### config.mk
export PLATFORM = sky130hd
export DESIGN_NAME = xif_copro_issue_initiator
export DESIGN_NICKNAME = d
export VERILOG_FILES = /design/src/rtl/xif_copro_issue_initiator.sv
export SDC_FILE = /design/constraint.sdc
export NUM_CORES = 1
export LEC_CHECK = 0
export BUFFER_PORTS_ARGS = -buffer_cell sky130_fd_sc_hd__buf_4
export CAP_MARGIN = 20
export CORE_MARGIN = 2
export CORE_UTILIZATION = 41
export CTS_CLUSTER_DIAMETER = 80
export DETAILED_ROUTE_END_ITERATION = 10
export PLACE_DENSITY = 0.76
export SETUP_SLACK_MARGIN = 0.1
export SLEW_MARGIN = 20
export SYNTH_ARGS = -nofsm -noshare
export SYNTH_HDL_FRONTEND = slang
export SYNTH_SLANG_ARGS = --single-unit
export TNS_END_PERCENT = 20
### constraint.sdc
create_clock -name clk_i -period 1.9 [get_ports clk_i]
set_input_delay 0.095 -clock clk_i [delete_from_list [all_inputs] [get_ports clk_i]]
set_output_delay 0.095 -clock clk_i [all_outputs]
set_load 0.03 [all_outputs]
### src/rtl/xif_copro_issue_initiator.sv
// Core-side initiator for the XIF issue/commit/result handshake.
// Holds one candidate instruction, offers it on the issue channel, reports the
// coprocessor decision back to the core, commits or kills it, and limits the
// number of accepted writeback transactions awaiting a result.
//
// state  | meaning
// IDLE   | waiting for the core to offer an instruction (throttled when full)
// ISSUE  | request held on the issue channel until the coprocessor takes it
// COMMIT | single cycle emitting the commit/kill strobe for the latched id
module xif_copro_issue_initiator #(
  parameter int XLEN            = 32,
  parameter int X_NUM_RS        = 2,
  parameter int X_ID_WIDTH      = 4,
  parameter int MAX_OUTSTANDING = 4,
  localparam int CW             = $clog2(MAX_OUTSTANDING + 1)
) (
  input  logic                       clk_i,
  input  logic                       rst_ni,
  input  logic                       instr_valid_i,
  output logic                       instr_ready_o,
  input  logic [31:0]                instr_i,
  input  logic [X_NUM_RS*XLEN-1:0]   rs_i,
  input  logic [X_NUM_RS-1:0]        rs_valid_i,
  input  logic                       kill_i,
  output logic                       dec_valid_o,
  output logic                       dec_accept_o,
  output logic                       dec_writeback_o,
  output logic                       dec_loadstore_o,
  output logic [X_ID_WIDTH-1:0]      dec_id_o,
  output logic                       x_issue_valid_o,
  input  logic                       x_issue_ready_i,
  output logic [31:0]                x_issue_instr_o,
  output logic [X_ID_WIDTH-1:0]      x_issue_id_o,
  output logic [X_NUM_RS*XLEN-1:0]   x_issue_rs_o,
  output logic [X_NUM_RS-1:0]        x_issue_rs_valid_o,
  input  logic                       x_issue_resp_accept_i,
  input  logic                       x_issue_resp_writeback_i,
  input  logic                       x_issue_resp_loadstore_i,
  output logic                       x_commit_valid_o,
  output logic [X_ID_WIDTH-1:0]      x_commit_id_o,
  output logic                       x_commit_kill_o,
  input  logic                       x_result_valid_i,
  output logic                       x_result_ready_o,
  input  logic [X_ID_WIDTH-1:0]      x_result_id_i,
  output logic [CW-1:0]              outstanding_o
);

  typedef enum logic [1:0] {IDLE, ISSUE, COMMIT} state_e;

  localparam logic [CW-1:0] MaxCnt = CW'(MAX_OUTSTANDING);

  state_e                     state_q;
  logic [31:0]                instr_q;
  logic [X_NUM_RS*XLEN-1:0]   rs_q;
  logic [X_NUM_RS-1:0]        rs_valid_q;
  logic [X_ID_WIDTH-1:0]      id_q;
  logic [X_ID_WIDTH-1:0]      next_id_q;
  logic                       kill_pend_q;
  logic                       acc_q, wb_q, ls_q;
  logic                       dec_valid_q;
  logic [CW-1:0]              out_q, out_d;
  logic                       commit_kill, wb_commit, res_hs;

  // Result ids are not tracked; retire order is the coprocessor's business.
  logic unused_result_id;
  assign unused_result_id = ^x_result_id_i;

  // Commit qualification and next in-flight count (commit and retire may coincide).
  always_comb begin
    commit_kill = kill_pend_q | kill_i | ~acc_q;
    wb_commit   = (state_q == COMMIT) & ~commit_kill & wb_q;
    res_hs      = x_result_valid_i & (out_q != '0);
    out_d       = out_q;
    if (wb_commit && !res_hs)      out_d = out_q + CW'(1);
    else if (!wb_commit && res_hs) out_d = out_q - CW'(1);
  end

  // Issue/commit sequencing with latched payload and registered decision pulse.
  always_ff @(posedge clk_i or negedge rst_ni) begin
    if (!rst_ni) begin
      state_q     <= IDLE;
      instr_q     <= '0;
      rs_q        <= '0;
      rs_valid_q  <= '0;
      id_q        <= '0;
      next_id_q   <= '0;
      kill_pend_q <= 1'b0;
      acc_q       <= 1'b0;
      wb_q        <= 1'b0;
      ls_q        <= 1'b0;
      dec_valid_q <= 1'b0;
    end else begin
      dec_valid_q <= 1'b0;
      case (state_q)
        IDLE: begin
          if (instr_valid_i && instr_ready_o) begin
            instr_q     <= instr_i;
            rs_q        <= rs_i;
            rs_valid_q  <= rs_valid_i;
            id_q        <= next_id_q;
            kill_pend_q <= 1'b0;
            state_q     <= ISSUE;
          end
        end
        ISSUE: begin
          if (kill_i) kill_pend_q <= 1'b1;
          if (x_issue_ready_i) begin
            acc_q       <= x_issue_resp_accept_i;
            wb_q        <= x_issue_resp_accept_i & x_issue_resp_writeback_i;
            ls_q        <= x_issue_resp_accept_i & x_issue_resp_loadstore_i;
            dec_valid_q <= 1'b1;
            state_q     <= COMMIT;
          end
        end
        COMMIT: begin
          if (!commit_kill) next_id_q <= next_id_q + X_ID_WIDTH'(1);
          state_q <= IDLE;
        end
        default: state_q <= IDLE;
      endcase
    end
  end

  // Outstanding writeback counter.
  always_ff @(posedge clk_i or negedge rst_ni) begin
    if (!rst_ni) out_q <= '0;
    else         out_q <= out_d;
  end

  assign instr_ready_o      = (state_q == IDLE) && (out_q < MaxCnt);
  assign x_issue_valid_o    = (state_q == ISSUE);
  assign x_issue_instr_o    = instr_q;
  assign x_issue_id_o       = id_q;
  assign x_issue_rs_o       = rs_q;
  assign x_issue_rs_valid_o = rs_valid_q;
  assign dec_valid_o        = dec_valid_q;
  assign dec_accept_o       = acc_q;
  assign dec_writeback_o    = wb_q;
  assign dec_loadstore_o    = ls_q;
  assign dec_id_o           = id_q;
  assign x_commit_valid_o   = (state_q == COMMIT);
  assign x_commit_id_o      = id_q;
  assign x_commit_kill_o    = (state_q == COMMIT) & commit_kill;
  assign x_result_ready_o   = (out_q != '0);
  assign outstanding_o      = out_q;

endmodule

======== Word level (Yosys, flattened, before mapping) ========
Index checks and enable logic that the tools add are counted.
cells by class
  $add $sub $neg .......................... 3
  $lt $le $gt $ge ......................... 1
  equal/unequal tests ..................... 5
  mux-type cells .......................... 10
  bitwise operators ....................... 10
  reduce and logical (&&, ||, !) cells .... 15
operators by type and width
  operator               count
  $reduce_and A2 Y1      4
  $and A1 B1 Y1          6
  $mux W3                2
  $add A4 B1 Y4 const B  1
  $logic_and A1 B1 Y1    4
  $mux W1                4
  $mux W2                2
  $ne A2 B2 Y1 const B   2
  $pmux W2 S2            1
  $reduce_bool A2 Y1     2
  $add A3 B1 Y3 const B  1
  $lt A3 B3 Y1 const B   1
  $reduce_and A3 Y1      1
  $reduce_bool A3 Y1     1
  $sub A3 B1 Y3 const B  1
  $eq A2 B1 Y1 const B   1
  $eq A2 B2 Y1 const B   1
  $logic_not A1 Y1       2
  $logic_not A2 Y1       1
  $ne A2 B1 Y1 const B   1
  $not A1 Y1             2
  $or A1 B1 Y1           2
  $pmux W1 S2            1
storage, ports and cells
  register bits after elaboration ......... 116
  input bits .............................. 111
  word-level logic and storage cells ...... 56

======== Depth between registers and ports, before layout ========
Gate-level depths: netlist of run 1.
  depth in word-level cells ............... 9
  gate-level depth with buffers ........... 8
  depth with buffers taken out ............ 8

======== Worst setup path after synthesis of run 1 ========
No wires, ideal clock.
  path type ............................... register to register
  start point ............................. register state_q[0]
  end point ............................... register out_q[2], in the netlist outstanding_o[2]
  library setup time ...................... 0.081 ns
  arrival ................................. 2.202 ns
  required time ........................... 1.819 ns
  slack ................................... -0.383 ns
  stages on the path, launching flop included .. 9
  path buffers ............................ 0
  clock period less this slack ............ 2.283 ns
  path through ............................ dfrtp_1 nor2b_1 and3_1 ha_1 inv_1 fa_1 xor2_1 nor2_1 xor2_1
between the ends
  word-level cells in the longest chain between the ends .. 6
  elaborated cells on any way between the ends .. 8
RTL lines
  item                          line  text
  start, declared               52    state_e state_q;
  start signal, assigned        81    state_q <= IDLE;
  start signal, assigned        102   state_q <= ISSUE;
  start signal, assigned        112   state_q <= COMMIT;
  $eq A2 B2 Y1 *                --
  net x_commit_valid_o          39    output logic x_commit_valid_o,
  $and A1 B1 Y1 * (2 in a row)  71    wb_commit = (state_q == COMMIT) & ~commit_kill & wb_q;
  $logic_not A1 Y1              75    else if (!wb_commit && res_hs) out_d = out_q - CW'(1);
  $logic_and A1 B1 Y1           75
  $reduce_bool A2 Y1 (no line)  --
  end signal, assigned          127   else out_q <= out_d;
  end, declared                 61    logic [CW-1:0] out_q, out_d;
The timed path passes the listed nets; every way through them passes the cells marked *.
A chain may end at the register's enable or synchronous reset.

======== Worst setup path in the final report of run 1 ========
  start point ............................. register out_q[0], in the netlist outstanding_o[0]
  end point ............................... register out_q[2], in the netlist outstanding_o[2]
between the ends
  word-level cells in the longest chain between the ends .. 5
  elaborated cells on any way between the ends .. 10
RTL lines
  item
  branches (longest 5 deep; another with $sub A3 B1 Y3)
Parallel ways; which one is timed is not known. The select of a mux whose other input is x is not followed.

==> reports/qor.yml, run 1 <==
final_layout:
  mostFrequentLayoutCell: "buf_4"
  drive_gt1_frac: 0.611
  areaGrowthSynthToFinish_pct: 80.1
  utilization: 0.759
  nets: 741
  mostFrequentLayoutCells: "236 x buf_4, 113 x dfrtp_1, 108 x dlygate4sd3_1"
  num_antenna_cells: 0
  instances_no_fill: 780
pwr:
  p_seq_frac: 0.290
  switchingPower_mw: 6.06
  p_sw_frac: 0.394
  clkPwrFrac: 0.196
  total_leakage_power_nw: 4.00
  ir_drop_uv: 1120
  power_density_nw_per_um2: 1860
  internal-power_mw: 9.33
  pwr-share-comb: 0.514
routing:
  antenna_left: 0
  dr_wl_met3_mm: 1.04
  drt-total-wl_mm: 13.8
  route.detailed.drc: 0
  vias_per_cell: 4.72
  drt-met1-wl_mm: 5.00
  dr_wl_met2_mm: 7.31
  routedWlPerCell_microns: 17.7
  first_pass_iters: 4
  drtIter0Drc: 141
  top_layer: "met4"
  vias: 3685
clock_tree:
  cts_made_buffers: 17
  cts_tree: "built"
  cts.sinks: 116
  cts_root_buffer: "clkbuf_8"
  cts_buffer_depth: 2
  htreeDepth: 4
  post_cts_buffers: 0
  clock_latency_ns: 0.50
  clk_pin_slew_ns: 0.06
yosys:
  yosys_warnings: 0
  synth_top_cell_by_area: "dfrtp_1"
  netlist_area_sq_um: 4590
  synthDistinctLibCells: 23
  netlist.area_leader.share: 0.632
  synth-seq-cells: 116
  synth_nets: 391
  synthTopCellsByArea: "dfrtp_1 63%, mux2_2 21%, mux2_4 6.5%"
  synth_top_family_by_area: "multiplexers"
  synth_compound_area_frac: 0.00518
  syn_area_per_cell_sq_um: 16.6
  synth_xor_xnor_area_share: 0.0115
  synthSimpleGateAreaFrac: 0.0237
  synth_seq_area_share: 0.632
  synthAdderAreaFrac: 0.00981
  synthCells: 277
  synthMuxAreaShare: 0.274
global_route:
  grt_usage: 0.220
  grt_antenna_before_repair: 0
  grt_pass1_wl_mm: 19.9
  grt_overflow_total: 0
  grt_pass1_vias: 4156
  grt_max_degree: 66
worst_setup_path:
  required_ns: 2.32
  end_kind: "flip-flop"
  cp_max_fo: 2
  cp-start-kind: "flip-flop"
  crit_type: "reg2reg"
  arrival_ns: 2.27
timing:
  worstMarginPinSlew_ns: 0.395
  rsz0062_at_grt: "true"
  finalCriticalPeriod_ns: 1.85
  fin_skew_ns: 0.00790
  slew_headroom: 0.737
  hold_violations: 0
  finalCritPeriodShare: 0.972
  slew_viol_final: 0
  setup_slack_ns: 0.0534
  setup_viol: 0
  clock.fmax_mhz: 542
floorplanning:
  ios: 233
  dieArea_sq_um: 12100
  dieHeight_microns: 110
  initial_core_util: 0.422
  num_rows: 38
  die_x_microns: 110
  coreArea_sq_um: 10900
place:
  gp_congestion: 0.738
  dp_hpwl_mm: 8.08
  portBuffers: 228
  place_inst: 640
  post-place-ws_ns: 0.0102
status:
  status: "finished clean"
flow_run:
  drv_cap: 0
worst_hold_path:
  hp-class: "in2reg"
==> registers in the layout, summed over array words and instances, names as in the netlist <==
signal / flops
dec_accept_o: 1
dec_id_o: 4
dec_loadstore_o: 1
dec_valid_o: 1
dec_writeback_o: 1
kill_pend_q: 1
next_id_q: 4
outstanding_o: 3
state_q: 2
x_issue_instr_o: 32
x_issue_rs_o: 64
x_issue_rs_valid_o: 2
==> cells in the mapped netlist <==
cell and count:
dfrtp_1 116, mux2_2 85, mux2_4 20, buf_4 15, nand2_1 7, inv_1 4
xnor2_1 4, buf_12 3, nor2b_1 3, o21ai_0 3, and3_1 2, ha_1 2
nand3_1 2, xor2_1 2, a22o_1 1, and2_1 1, buf_6 1, fa_1 1
nand3b_1 1, nor2_1 1, nor3_2 1, nor3b_1 1, or3_1 1
==> kinds of logic after synthesis <==
| group | count (synthesis) |
|---|---|
| and+or+nand+nor | 20 |
| DFF | 116 |
| buffers and inverters | 23 |
| adders and majority gates | 3 |
| muxes | 105 |
| AOI/OAI and AO/OA | 4 |
| xor gates and xnor gates | 6 |
==> critical path: stages, from the launching register on <==
cell and delay (ns):
dfrtp_2 0.40, or3_4 0.40, nand2_2 0.08, ha_4 0.13
inv_2 0.04, fa_2 0.32, xor2_1 0.14, nor2_1 0.11
xor2_1 0.14
==> repair_timing <==
item,4_1_cts,5_1_grt
hold buffers,108,0
pin swaps,2,2
endpoints found under the hold margin,220,0
gates resized for setup,3,31
endpoints found under the setup margin,2,26
cloned,0,0
==> power by group through the flow <==
stage / logic [mW] / registers (mW) / clock network, mW
after floorplan: 2.35 / 6.69 / 0
final: 7.91 / 4.46 / 3.02
after global placement: 7.24 / 4.34 / 0
after CTS: 7.59 / 4.40 / 3.08
after detailed placement: 7.37 / 4.42 / 0
after global routing: 8.26 / 4.60 / 3.21
==> metal layers <==
layer | vias to the layer above | track usage
li1 | 1660 | -
met1 | 1806 | 0.219
met2 | 181 | 0.392
met3 | 38 | 0.0889
met4 | 0 | 0.110
met5 | - | 0
==> final cells by class <==
type / count / area [sq um]
timing repair buffer: 350 / 2960
sequential: 116 / 2910
clock inverter: 10 / 105
multi-input combinational: 138 / 1640
inverter: 4 / 15.0
tap: 140 / 175
clock buffer: 22 / 463
fill: 615 / 2620
==> stage by stage <==
stage	hold slack [ns]	setup TNS [ns]	total power [mW]	area (sq um)
6_report	0.0431	0	15.4	8260
5_1_grt	0.0545	-0.0355	16.1	8260
4_1_cts	0.0435	0	15.1	8150
3_5_place_dp	0.0492	0	11.8	6480
3_3_place_gp	0.0429	0	11.6	6480
2_1_floorplan	-0.201	-0.271	9.04	4620
==> final timing paths <==
check | cells past startpoint | endpoint | slack [ns] | startpoint
max in group asynchronous | 3 | x_issue_rs_o[23] | 1.17 | rst_ni
max reg2reg | 8 | outstanding_o[2] | 0.05 | outstanding_o[0]
min in group asynchronous | 2 | dec_loadstore_o | 0.07 | rst_ni
min reg2reg | 1 | next_id_q[3] | 0.48 | next_id_q[3]
min | 3 | kill_pend_q | 0.04 | instr_valid_i
max | 8 | outstanding_o[2] | 0.05 | outstanding_o[0]
Power figures use the tool's default switching activity.
==> inputs of run 2 (changes only) <==
--- a/config.mk
+++ b/config.mk
@@ -12,6 +12,7 @@
 export CTS_CLUSTER_DIAMETER = 80
 export DETAILED_ROUTE_END_ITERATION = 10
 export PLACE_DENSITY = 0.76
+export REMOVE_ABC_BUFFERS = 1
 export SETUP_SLACK_MARGIN = 0.1
 export SLEW_MARGIN = 20
 export SYNTH_ARGS = -nofsm -noshare
==> reports/qor.yml, run 2 (same netlist as run 1, synthesis figures left out) <==
pwr:
  total_leakage_power_nw: 4.28
  power_density_nw_per_um2: 1870
  power_mw: 16.2
  ir_drop_uv: 1360
routing:
  first_pass_iters: 4
  antenna_left: 0
  drtIter0Drc: 125
  route.detailed.drc: 0
  drt-total-wl_mm: 14.7
  vias: 3754
  vias_per_cell: 4.75
  routedWlPerCell_microns: 18.6
worst_setup_path:
  required_ns: 2.34
  end_kind: "flip-flop"
  rr_worst_depth: 8
  crit_end: "outstanding_o[2]"
  crit_type: "reg2reg"
  cp_max_fo: 2
  rr_endpoint: "outstanding_o[2]"
  cp-start-kind: "flip-flop"
  regToRegStartpoint: "outstanding_o[0]"
  reg2reg_slack_ns: 0.07
  cp-startpoint: "outstanding_o[0]"
  arrival_ns: 2.27
floorplanning:
  initial_core_util: 0.422
  dieHeight_microns: 110
  dieArea_sq_um: 12100
  die_x_microns: 110
  num_rows: 38
  coreArea_sq_um: 10900
  ios: 233
clock_tree:
  clock_latency_ns: 0.52
  cts.sinks: 116
  htreeDepth: 4
  clk_pin_slew_ns: 0.05
  cts_tree: "built"
  cts_root_buffer: "clkbuf_8"
  cts_buffer_depth: 2
  cts_made_buffers: 17
final_layout:
  mostFrequentLayoutCells: "242 x buf_4, 116 x dfrtp_1, 106 x dlygate4sd3_1"
  num_antenna_cells: 0
  instances_no_fill: 790
  areaGrowthSynthToFinish_pct: 88.1
  design_area_sq_um: 8630
  utilization: 0.793
  nets: 752
  drive_gt1_frac: 0.612
  largest_reg_flops: 64
  mostFrequentLayoutCell: "buf_4"
global_route:
  grt_pass1_wl_mm: 20.7
  grt_max_degree: 54
  grt_antenna_before_repair: 0
  grt_pass1_vias: 4079
  grt_overflow_total: 0
  grt_usage: 0.232
timing:
  clock.fmax_mhz: 546
  setup_viol: 0
  slew_viol_final: 0
  final.setup.tns_ns: 0
  setup_slack_ns: 0.0687
  finalCriticalPeriod_ns: 1.83
  worstMarginPinSlew_ns: 0.497
  fin_skew_ns: 0.00426
  slew_headroom: 0.669
  hold_violations: 0
  finalCritPeriodShare: 0.964
  hold_slack_ns: 0.0692
  rsz0062_at_grt: "true"
place:
  portBuffers: 228
  post-place-ws_ns: -0.0539
  gp_congestion: 0.742
  place_area_sq_um: 6440
  dp_hpwl_mm: 7.81
  place_inst: 640
worst_hold_path:
  hp-class: "in2async"
flow_run:
  drv_cap: 0
status:
  status: "finished clean"
run 2: cell types whose count changed in the layout (fill, tap and decap cells not counted), sizes merged:
cell | previous run | this run
dlygate4sd3 | 108 | 106
clkinv | 6 | 3
clkinvlp | 2 | 0
bufinv | 2 | 0
buf | 242 | 250
clkbuf | 22 | 33
run 2: cell type report:
class | instances | area, sq um
timing repair buffer | 361 | 3160
sequential | 116 | 2900
fill | 578 | 2260
multi-input combinational | 138 | 1830
clock buffer | 28 | 536
tap | 140 | 175
clock inverter | 3 | 15.0
inverter | 4 | 15.0
run 2: worst max-delay path: stages, from the launching register on:
cell,delay (ns)
dfrtp_1,0.37
or3_4,0.40
nand2_4,0.08
ha_4,0.13
inv_2,0.03
fa_2,0.33
xor2_1,0.14
nor2_1,0.11
xor2_1,0.15
run 2: worst min-delay path by stage:
stage,from,endpoint,slack [ns],cells past startpoint
after floorplan,rst_ni,dec_accept_o,-0.20,0
after global routing,rst_ni,x_issue_rs_o[13],0.10,2
final,rst_ni,x_issue_rs_o[13],0.07,2
after detailed placement,rst_ni,x_issue_rs_o[13],0.09,1
after global placement,rst_ni,x_issue_rs_o[13],0.08,1
after CTS,x_result_valid_i,outstanding_o[0],0.03,4
run 2: report_power, final:
group	total [mW]	switching [mW]	internal (mW)
combinational	8.74	4.43	4.31
sequential	4.50	0.799	3.70
clock	2.92	1.06	1.87
run 2: what timing repair did:
| action | in CTS | in global routing |
|---|---|---|
| pin swaps | 6 | 6 |
| gates cloned | 0 | 7 |
| gates resized for setup | 85 | 9 |
| setup endpoints to repair | 2 | 100 |
| hold endpoints to repair | 196 | 1 |
| setup buffers | 2 | 5 |
| hold buffers | 105 | 1 |
run 2: layer usage:
layer,vias up,share of wire,GRT usage
li1,1673,-,-
met1,1879,0.38,0.255
met2,169,0.52,0.405
met3,33,0.071,0.0735
met4,0,0.024,0.108
met5,-,0,0
